`src/rtl/ca_code_nco_if.sv`:
```
// Bundles the DLL-facing signals of the code NCO / C/A generator.
interface ca_code_nco_if;
  logic signed [31:0] correction;
  logic               corr_valid;
  logic [5:0]         prn;
  logic               code_e;
  logic               code_p;
  logic               code_l;
  logic               chip_tick;
  logic               epoch;
  logic [9:0]         chip_idx;

  modport master (
    output correction, corr_valid, prn,
    input  code_e, code_p, code_l, chip_tick, epoch, chip_idx
  );

  modport slave (
    input  correction, corr_valid, prn,
    output code_e, code_p, code_l, chip_tick, epoch, chip_idx
  );
endinterface

```
`src/rtl/ca_code_nco.sv`:
```
// Code NCO plus GPS C/A Gold-code generator. A 32-bit phase accumulator
// advances at NOMINAL_FCW + DLL correction; its bit-31 transitions mark
// half-chip and full-chip events which step the G1/G2 LFSRs and an
// early/prompt/late half-chip delay line.
module ca_code_nco #(
  parameter logic [31:0] NOMINAL_FCW = 32'h1000_0000,
  parameter logic [31:0] FCW_MIN     = 32'd1,
  parameter logic [31:0] FCW_MAX     = 32'h7FFF_FFFF
) (
  input logic          i_clk,
  input logic          i_rst,
  ca_code_nco_if.slave io_nco
);

  logic [31:0] r_corr_q;
  logic [31:0] r_fcw_q;
  logic [31:0] r_acc;
  logic [10:1] r_g1;
  logic [10:1] r_g2;
  logic [9:0]  r_chip_idx;
  logic [5:0]  r_prn_q;
  logic        r_d1;
  logic        r_d2;
  logic        r_chip_tick;
  logic        r_epoch;

  logic signed [33:0] w_fcw_raw;
  logic [31:0]        w_fcw_clamp;
  logic [32:0]        w_sum;
  logic               w_full;
  logic               w_half;
  logic               w_last;
  logic               w_prn_ok;
  logic               w_g2_sel;
  logic               w_code_e;
  logic               w_g1_fb;
  logic               w_g2_fb;

  // Effective FCW in 34-bit signed arithmetic, clamped so at most one
  // bit-31 transition can occur per clock.
  always_comb begin
    w_fcw_raw = $signed({2'b00, NOMINAL_FCW}) + $signed({{2{r_corr_q[31]}}, r_corr_q});
    if (w_fcw_raw < $signed({2'b00, FCW_MIN}))
      w_fcw_clamp = FCW_MIN;
    else if (w_fcw_raw > $signed({2'b00, FCW_MAX}))
      w_fcw_clamp = FCW_MAX;
    else
      w_fcw_clamp = w_fcw_raw[31:0];
  end

  // Accumulator events: carry out is a full chip, bit 31 rising is a half chip.
  always_comb begin
    w_sum    = {1'b0, r_acc} + {1'b0, r_fcw_q};
    w_full   = w_sum[32];
    w_half   = ~r_acc[31] & w_sum[31];
    w_last   = (r_chip_idx == 10'd1022);
    w_prn_ok = (r_prn_q != 6'd0) && (r_prn_q <= 6'd32);
    w_g1_fb  = r_g1[3] ^ r_g1[10];
    w_g2_fb  = r_g2[2] ^ r_g2[3] ^ r_g2[6] ^ r_g2[8] ^ r_g2[9] ^ r_g2[10];
  end

  // G2 phase-selector taps for the latched PRN.
  always_comb begin
    w_g2_sel = 1'b0;
    case (r_prn_q)
      6'd1:  w_g2_sel = r_g2[2] ^ r_g2[6];
      6'd2:  w_g2_sel = r_g2[3] ^ r_g2[7];
      6'd3:  w_g2_sel = r_g2[4] ^ r_g2[8];
      6'd4:  w_g2_sel = r_g2[5] ^ r_g2[9];
      6'd5:  w_g2_sel = r_g2[1] ^ r_g2[9];
      6'd6:  w_g2_sel = r_g2[2] ^ r_g2[10];
      6'd7:  w_g2_sel = r_g2[1] ^ r_g2[8];
      6'd8:  w_g2_sel = r_g2[2] ^ r_g2[9];
      6'd9:  w_g2_sel = r_g2[3] ^ r_g2[10];
      6'd10: w_g2_sel = r_g2[2] ^ r_g2[3];
      6'd11: w_g2_sel = r_g2[3] ^ r_g2[4];
      6'd12: w_g2_sel = r_g2[5] ^ r_g2[6];
      6'd13: w_g2_sel = r_g2[6] ^ r_g2[7];
      6'd14: w_g2_sel = r_g2[7] ^ r_g2[8];
      6'd15: w_g2_sel = r_g2[8] ^ r_g2[9];
      6'd16: w_g2_sel = r_g2[9] ^ r_g2[10];
      6'd17: w_g2_sel = r_g2[1] ^ r_g2[4];
      6'd18: w_g2_sel = r_g2[2] ^ r_g2[5];
      6'd19: w_g2_sel = r_g2[3] ^ r_g2[6];
      6'd20: w_g2_sel = r_g2[4] ^ r_g2[7];
      6'd21: w_g2_sel = r_g2[5] ^ r_g2[8];
      6'd22: w_g2_sel = r_g2[6] ^ r_g2[9];
      6'd23: w_g2_sel = r_g2[1] ^ r_g2[3];
      6'd24: w_g2_sel = r_g2[4] ^ r_g2[6];
      6'd25: w_g2_sel = r_g2[5] ^ r_g2[7];
      6'd26: w_g2_sel = r_g2[6] ^ r_g2[8];
      6'd27: w_g2_sel = r_g2[7] ^ r_g2[9];
      6'd28: w_g2_sel = r_g2[8] ^ r_g2[10];
      6'd29: w_g2_sel = r_g2[1] ^ r_g2[6];
      6'd30: w_g2_sel = r_g2[2] ^ r_g2[7];
      6'd31: w_g2_sel = r_g2[3] ^ r_g2[8];
      6'd32: w_g2_sel = r_g2[4] ^ r_g2[9];
      default: w_g2_sel = 1'b0;
    endcase
    w_code_e = w_prn_ok & (r_g1[10] ^ w_g2_sel);
  end

  // Correction/FCW pipeline, accumulator, LFSRs, chip counter and delay line.
  always_ff @(posedge i_clk) begin
    if (i_rst) begin
      r_corr_q    <= 32'd0;
      r_fcw_q     <= NOMINAL_FCW;
      r_acc       <= 32'd0;
      r_g1        <= 10'h3FF;
      r_g2        <= 10'h3FF;
      r_chip_idx  <= 10'd0;
      r_prn_q     <= io_nco.prn;
      r_d1        <= 1'b0;
      r_d2        <= 1'b0;
      r_chip_tick <= 1'b0;
      r_epoch     <= 1'b0;
    end else begin
      if (io_nco.corr_valid)
        r_corr_q <= io_nco.correction;
      r_fcw_q     <= w_fcw_clamp;
      r_acc       <= w_sum[31:0];
      r_chip_tick <= w_full;
      r_epoch     <= w_full & w_last;
      if (w_full) begin
        if (w_last) begin
          r_g1       <= 10'h3FF;
          r_g2       <= 10'h3FF;
          r_chip_idx <= 10'd0;
          r_prn_q    <= io_nco.prn;
        end else begin
          r_g1       <= {r_g1[9:1], w_g1_fb};
          r_g2       <= {r_g2[9:1], w_g2_fb};
          r_chip_idx <= r_chip_idx + 10'd1;
        end
      end
      // Both half and full events shift the E/P/L line; the clamp keeps
      // these mutually exclusive within one clock.
      if (w_full | w_half) begin
        r_d1 <= w_code_e;
        r_d2 <= r_d1;
      end
    end
  end

  assign io_nco.code_e    = w_code_e;
  assign io_nco.code_p    = r_d1 & w_prn_ok;
  assign io_nco.code_l    = r_d2 & w_prn_ok;
  assign io_nco.chip_tick = r_chip_tick;
  assign io_nco.epoch     = r_epoch;
  assign io_nco.chip_idx  = r_chip_idx;

endmodule

```
`src/flat_wrapper.sv`:
```
// flat-port wrapper written by rule: the top's interface ports become plain ports
module ca_code_nco_flat 
#(
  parameter logic [31:0] NOMINAL_FCW = 32'h1000_0000,
  parameter logic [31:0] FCW_MIN     = 32'd1,
  parameter logic [31:0] FCW_MAX     = 32'h7FFF_FFFF
)
  (i_clk, i_rst, io_nco_correction, io_nco_corr_valid, io_nco_prn, io_nco_code_e, io_nco_code_p, io_nco_code_l, io_nco_chip_tick, io_nco_epoch, io_nco_chip_idx);
  ca_code_nco_if io_nco_i ();
  input logic i_clk;
  input logic i_rst;
  input wire logic [$bits(io_nco_i.correction)-1:0] io_nco_correction;
  input wire logic [$bits(io_nco_i.corr_valid)-1:0] io_nco_corr_valid;
  input wire logic [$bits(io_nco_i.prn)-1:0] io_nco_prn;
  output wire logic [$bits(io_nco_i.code_e)-1:0] io_nco_code_e;
  output wire logic [$bits(io_nco_i.code_p)-1:0] io_nco_code_p;
  output wire logic [$bits(io_nco_i.code_l)-1:0] io_nco_code_l;
  output wire logic [$bits(io_nco_i.chip_tick)-1:0] io_nco_chip_tick;
  output wire logic [$bits(io_nco_i.epoch)-1:0] io_nco_epoch;
  output wire logic [$bits(io_nco_i.chip_idx)-1:0] io_nco_chip_idx;
  assign io_nco_i.correction = io_nco_correction;
  assign io_nco_i.corr_valid = io_nco_corr_valid;
  assign io_nco_i.prn = io_nco_prn;
  assign io_nco_code_e = io_nco_i.code_e;
  assign io_nco_code_p = io_nco_i.code_p;
  assign io_nco_code_l = io_nco_i.code_l;
  assign io_nco_chip_tick = io_nco_i.chip_tick;
  assign io_nco_epoch = io_nco_i.epoch;
  assign io_nco_chip_idx = io_nco_i.chip_idx;
  ca_code_nco #(.NOMINAL_FCW(NOMINAL_FCW), .FCW_MIN(FCW_MIN), .FCW_MAX(FCW_MAX)) u_core (.i_clk(i_clk), .i_rst(i_rst), .io_nco(io_nco_i));
endmodule
```
`config.mk`:
```
export PLATFORM = sky130hd
export DESIGN_NAME = ca_code_nco_flat
export DESIGN_NICKNAME = d
export VERILOG_FILES = /design/src/rtl/ca_code_nco_if.sv /design/src/rtl/ca_code_nco.sv /design/src/flat_wrapper.sv
export SDC_FILE = /design/constraint.sdc
export NUM_CORES = 1
export LEC_CHECK = 0
export ABC_CLOCK_PERIOD_IN_PS = 7600
export CORE_ASPECT_RATIO = 1.75
export CORE_MARGIN = 2
export CORE_UTILIZATION = 40
export DETAILED_ROUTE_END_ITERATION = 8
export PLACE_DENSITY = 0.67
export SETUP_SLACK_MARGIN = 0.05
export SLEW_MARGIN = 15
export SYNTH_ARGS = -nofsm -noshare
export SYNTH_HDL_FRONTEND = slang
export SYNTH_SLANG_ARGS = --single-unit
```
`constraint.sdc`:
```
create_clock -name i_clk -period 7.6 [get_ports i_clk]
set_input_delay 1.52 -clock i_clk [delete_from_list [all_inputs] [get_ports i_clk]]
set_output_delay 1.52 -clock i_clk [all_outputs]
set_load 0.01 [all_outputs]
```
# Yosys cells after proc, flatten, opt, wreduce, memory -nomap -nowiden
# Index checks and enable logic that the tools add are counted.
# word_totals
reg_bits	136
latchBits	0
ramBits	0
romBits	0
input_bits	41
n_memories	0
# op_classes
n_addsub	3
multipliers	0
div_mod_pow	0
order_cmp	3
n_eq_ne	33
n_shift	0
n_mux	9
bitwise	45
n_reduce_logical	7
# op_table
operator	count
$eq A6 B5 Y1 const B	16
$eq A6 B4 Y1 const B	8
$xor A1 B1 Y1	38
$add A30 B32 Y33 const A	1
$add A32 B32 Y33	1
$gt A33 B32 Y1 const B	1
$lt A33 B2 Y1 const B	1
$pmux W1 S32	1
$mux W31	1
$mux W10	3
$mux W29	1
$eq A6 B3 Y1 const B	4
$mux W6	3
$eq A6 B2 Y1 const B	2
$add A10 B1 Y10 const B	1
$eq A10 B10 Y1 const B	1
$eq A6 B1 Y1 const B	1
$eq A6 B6 Y1 const B	1
$le A6 B6 Y1 const B	1
$reduce_bool A6 Y1	1
$and A1 B1 Y1	5
$reduce_bool A2 Y1	2
$reduce_or A3 Y1	1
$reduce_and A2 Y1	1
other kinds (4)	4

# Longest topological paths before layout
# logic_depth
word_depth	6
ltp_mapped	13
ltp_nobuf	12

# Worst setup path before layout
# OpenSTA, ideal clock, no wires.
# synth_timing
path_type	flip-flop to output port
start	reg u_core.r_prn_q[4]
end	out io_nco_code_e
t_arrival_ns	2.209
path_slack_ns	3.871
path_stages_with_launch	10
path_buffers	2
path_cell_list	edfxtp_1 > buf_4 > buf_4 > nor3b_1 > o211ai_1 > o211ai_1 > a211oi_1 > o311ai_2 > nor4_2 > mux2i_1
# synth_between
elab_chain_len	4
word_cells_on_any_way	38
# synth_lines
element	line_no	source
start: declaration	ca_code_nco.sv:21	logic [5:0] r_prn_q;
start signal: assignment	ca_code_nco.sv:112	r_prn_q <= io_nco.prn;
start signal: assignment	ca_code_nco.sv:129	r_prn_q <= io_nco.prn;
$eq A6 B6 Y1 (tied with other cells)	ca_code_nco.sv:65	case (r_prn_q)
$pmux W1 S32	ca_code_nco.sv:65	
$xor A1 B1 Y1	ca_code_nco.sv:100	w_code_e = w_prn_ok & (r_g1[10] ^ w_g2_sel);
$and A1 B1 Y1 (*)	ca_code_nco.sv:100	
end: declaration	flat_wrapper.sv:15	output wire logic [$bits(io_nco_i.code_e)-1:0] io_nco_code_e;
# Every way passes the cells marked *; elsewhere a longest branch is shown, timed or not.

# Final worst setup path
# layout_timing
start	reg u_core.r_prn_q[2]
end	out io_nco_code_e
# The elaborated chain is that of the path after synthesis.

==> results.rst <==
.. list-table::
   :header-rows: 1

   * - Metric
     - Value
   * - Fraction of power consumed by combinational cells
     - 11.5%
   * - Max-slew violations
     - 0
   * - Die boundary width
     - 106 um
   * - Drt initial violations
     - 208
   * - Routability-driven placement congestion ratio
     - 1.02
   * - Number of nets produced by synthesis
     - 886
   * - Critical path data arrival time
     - 3.85 ns
   * - Worst-path fanout max
     - 29
   * - Reported net switching power
     - 478 uW
   * - Proportion of power drawn by the clock network
     - 46.1%
   * - Number of flops mapped to enable cells by yosys
     - 6
   * - Nature of the critical path startpoint
     - register
   * - Post-synthesis cell count
     - 808
   * - Adder-cell area share of the yosys netlist
     - 6.52%
   * - Post-CTS Resized
     - 0
   * - Class of the worst hold path
     - reg -> reg
   * - Count of standard-cell rows
     - 65
   * - Die outline area
     - 19200 um^2
   * - Total power draw
     - 1.89 mW
   * - Fin crit period
     - 5.37 ns
   * - Worst r2r path cells
     - 11
   * - Average via count per standard cell
     - 5.56
   * - Normalized max-slew margin
     - 28.0%
   * - Count of inserted antenna diode cells
     - 0
   * - Worst Path Required
     - 6.08 ns
   * - # Max-Cap Violations
     - 0
   * - Synth Area in Compound Gates
     - 20.1%
   * - Post-synthesis share of cell area spent on xor and xnor gates
     - 4.97%
   * - Area fraction in and, or, nand and nor cells after synthesis
     - 20.5%
   * - Number of I/O pins
     - 56
   * - Synthesis-to-layout area growth
     - 17.4%
   * - Share of the clock period used by the worst path after layout
     - 70.7%
   * - Run status
     - complete, no violations
   * - Terminating pin of the worst hold path
     - u_core.r_d2
   * - Portion of netlist area occupied by mux cells
     - 5.27%
   * - Average routed wire per standard cell
     - 16.2 um
   * - Switching Fraction
     - 25.3%
   * - Core region area
     - 17900 um^2
   * - Area of the mapped netlist
     - 7220 um^2
   * - CTS tree
     - yes
   * - H-tree depth
     - 4
   * - Antenna violations before repair
     - 0
   * - Leakage
     - 3.47 nW
   * - Share of the yosys chip area belonging to registers
     - 38.5%
   * - Internal power summed over all cells
     - 1.41 mW
   * - Total track usage
     - 19.4%
   * - Number of detailed-routing iterations run before antenna repair
     - 4
   * - Number of buffers inserted by port buffering
     - 55
   * - Min-Delay Startpoint
     - u_core.r_d2
   * - Reg2Reg Setup Slack
     - 4.14 ns
   * - Highest-count cells in the layout ignoring fill and taps
     - sky130_fd_sc_hd__dfxtp_1 (130), sky130_fd_sc_hd__nor2_1 (91), sky130_fd_sc_hd__nand2_1 (68)
   * - DP HPWL
     - 12.8 mm
   * - Sum Neg Setup Slack
     - 0 ns
   * - Setup repair after global routing missed its margin
     - false
   * - Uppermost signal routing layer after detailed routing
     - met4
   * - Count of unique library cells instantiated by Yosys
     - 84
   * - Maximum number of pins on one net before global-route repair
     - 41
   * - Clock sink count
     - 136
   * - Flip-flop and latch count after synthesis
     - 136
   * - DRC violation count after routing
     - 0
   * - YS warnings
     - 0
   * - CP endpoint kind
     - output port
   * - Worst reg2reg path startpoint
     - u_core.r_acc[0]
   * - Number of routed nets with antenna violations
     - 0
   * - Via count
     - 6018
   * - Peak supply drop
     - 148 uV
   * - Root buffer selected by CTS
     - sky130_fd_sc_hd__clkbuf_16
   * - Most common library cell in the layout ignoring fill and taps
     - sky130_fd_sc_hd__dfxtp_1
   * - Number of CTS-inserted buffers
     - 17
   * - Endpoints failing setup
     - 0
   * - Overall overflow remaining after global route
     - 0
   * - Share of synthesized flip-flops with an asynchronous set or reset
     - 0%
   * - Initial core utilization
     - 40.3%
   * - Wl on met1
     - 6.87 mm
   * - Vert. Die Dim
     - 182 um
   * - Maximum achievable frequency
     - 0.186 GHz
   * - Wire length of the first global-routing pass
     - 29.6 mm
   * - Most instantiated flip-flop cell in the synthesis netlist
     - sky130_fd_sc_hd__dfxtp_1
   * - Latest clock arrival within the worst-skew pair
     - 0.42 ns
   * - Clock tree buffer depth
     - 2
   * - Synthesized area per cell
     - 8.93 um^2
   * - Number of hold buffers added after cts
     - 0
   * - Worst reg2reg endpoint
     - u_core.r_prn_q[2]
   * - Hold Path Cell Cnt
     - 2
   * - Length of routed met3 wiring
     - 474 um
   * - Largest clock skew in the final design
     - 0.0106 ns
   * - Main combinational cell family by area after synthesis
     - simple AND/OR/NAND/NOR gates
   * - Pin slew with the least headroom to its limit
     - 1.08 ns
   * - Met2 WL post-DR
     - 9.39 mm
   * - Total power density per cell area
     - 223 nW/um^2
   * - Register share of total power
     - 42.4%
   * - Clock slew at the register clock pins of the worst setup and hold paths
     - 0.06 ns
   * - Number of global-route vias before repair
     - 6088
   * - Final hold violation count
     - 0
   * - Layout cells sized above 1
     - 7.54%
   * - Number of nets in the layout
     - 915
   * - Worst Path Class, Setup
     - reg -> out
   * - Buffers inserted by post-CTS timing repair
     - 0
   * - Detailed Route WL
     - 17.6 mm
flip-flops by register name (all words and copies together), names as in the netlist:
register	flops
u_core.io_nco.epoch	1
u_core.r_prn_q	6
u_core.r_acc	32
u_core.r_d2	1
u_core.r_g2	10
u_core.r_g1	10
u_core.r_d1	1
u_core.r_fcw_q	32
u_core.r_corr_q	32
u_core.io_nco.chip_idx	10
u_core.io_nco.chip_tick	1
cells in the mapped netlist (4+ instances only):
library cell               count  area [um^2]
sky130_fd_sc_hd__nand4_1      14         87.6
sky130_fd_sc_hd__a21oi_1      41          205
sky130_fd_sc_hd__o21ai_0      29          145
sky130_fd_sc_hd__buf_4         4         30.0
sky130_fd_sc_hd__mux2i_1      38          380
sky130_fd_sc_hd__nor3b_1       5         37.5
sky130_fd_sc_hd__inv_1        17         63.8
sky130_fd_sc_hd__ha_1         36          450
sky130_fd_sc_hd__clkbuf_1     18         67.6
sky130_fd_sc_hd__and3_1        4         25.0
sky130_fd_sc_hd__buf_2        13         65.1
sky130_fd_sc_hd__xnor2_1      17          149
sky130_fd_sc_hd__buf_1        10         37.5
sky130_fd_sc_hd__a31oi_1       4         25.0
sky130_fd_sc_hd__nor4_1        9         56.3
sky130_fd_sc_hd__nand2_1      68          255
sky130_fd_sc_hd__edfxtp_1      6          180
sky130_fd_sc_hd__nand3b_1      5         37.5
sky130_fd_sc_hd__a21o_1       17          128
sky130_fd_sc_hd__or2_2         4         25.0
sky130_fd_sc_hd__nor3_1       11         55.1
sky130_fd_sc_hd__o21bai_1      5         37.5
sky130_fd_sc_hd__nor2_1       91          342
sky130_fd_sc_hd__a211oi_1     11         82.6
sky130_fd_sc_hd__o22ai_1       4         25.0
sky130_fd_sc_hd__nand3_1      30          150
sky130_fd_sc_hd__nand2b_1      7         43.8
sky130_fd_sc_hd__a32o_1        4         40.0
sky130_fd_sc_hd__xor2_1       24          210
sky130_fd_sc_hd__o211ai_1      8         60.1
sky130_fd_sc_hd__o21a_1       28          210
sky130_fd_sc_hd__dfxtp_1     130         2600
sky130_fd_sc_hd__nor2b_1       9         56.3
sky130_fd_sc_hd__and2_1        8         50.1
power by group through the flow:
stage / sequential, mW / combinational (mW) / clock, mW
2_1_floorplan: 0.789 / 0.176 / 0
3_3_place_gp: 0.814 / 0.215 / 0
3_5_place_dp: 0.814 / 0.217 / 0
4_1_cts: 0.799 / 0.219 / 0.887
5_1_grt: 0.805 / 0.242 / 0.918
6_report: 0.800 / 0.217 / 0.870
how the worst max path moves through the flow:
stage                     to  cells past startpoint         startpoint
6_report       io_nco_code_e                      8  u_core.r_prn_q[2]
5_1_grt        io_nco_code_e                      8  u_core.r_prn_q[2]
4_1_cts        io_nco_code_e                      8  u_core.r_prn_q[2]
3_5_place_dp   io_nco_code_e                      8  u_core.r_prn_q[2]
3_3_place_gp   io_nco_code_e                      8  u_core.r_prn_q[2]
2_1_floorplan  io_nco_code_e                      9  u_core.r_prn_q[4]
per-stage QoR:
| stage | std cells | setup WS (ns) | hold slack (ns) | utilization [%] | cell area (um^2) |
|---|---|---|---|---|---|
| 2_1_floorplan | 808 | 3.87 | 0.434 | - | 7220 |
| 3_3_place_gp | 1052 | 2.75 | 0.444 | 43.9 | 7850 |
| 3_5_place_dp | 1052 | 2.70 | 0.457 | 43.9 | 7850 |
| 4_1_cts | 1083 | 2.25 | 0.466 | 47.4 | 8470 |
| 5_1_grt | 1083 | 1.93 | 0.496 | 47.4 | 8470 |
| 6_report | 1083 | 2.23 | 0.463 | 47.4 | 8470 |
cell type report:
class	count	area [um^2]
clock buffers	19	464
clock inverters	12	164
fillers	1724	9420
inverters	17	63.8
multi-input cells	607	4140
flip-flops and latches	136	2780
well taps	234	293
repair buffers	58	563
critical path, stage by stage, from the launching register on:
cell,delay [ns]
sky130_fd_sc_hd__edfxtp_1,0.95
sky130_fd_sc_hd__nor2_1,0.30
sky130_fd_sc_hd__a32oi_1,0.29
sky130_fd_sc_hd__o211ai_1,0.10
sky130_fd_sc_hd__a211oi_1,0.36
sky130_fd_sc_hd__o311ai_2,0.17
sky130_fd_sc_hd__nor4_2,0.36
sky130_fd_sc_hd__mux2i_1,0.32
sky130_fd_sc_hd__clkdlybuf4s50_1,0.58
layer usage:
layer | vias up | global-route usage, %
li1 | 2982 | -
met3 | 48 | 3.41
met2 | 146 | 35.8
met5 | - | 0
met4 | 0 | 11.7
met1 | 2842 | 20.0
logic make-up (layout without fill, tap and decap cells):
kind of cell	count (synthesis)	after routing
and+or+nand+nor	292	292
AOI/OAI and AO/OA	198	198
DFF	136	136
buffers and inverters	65	106
xor gates and xnor gates	41	41
muxes	38	38
adders and majority gates	37	37
other	1	1
(Power assumes the default switching activity.)
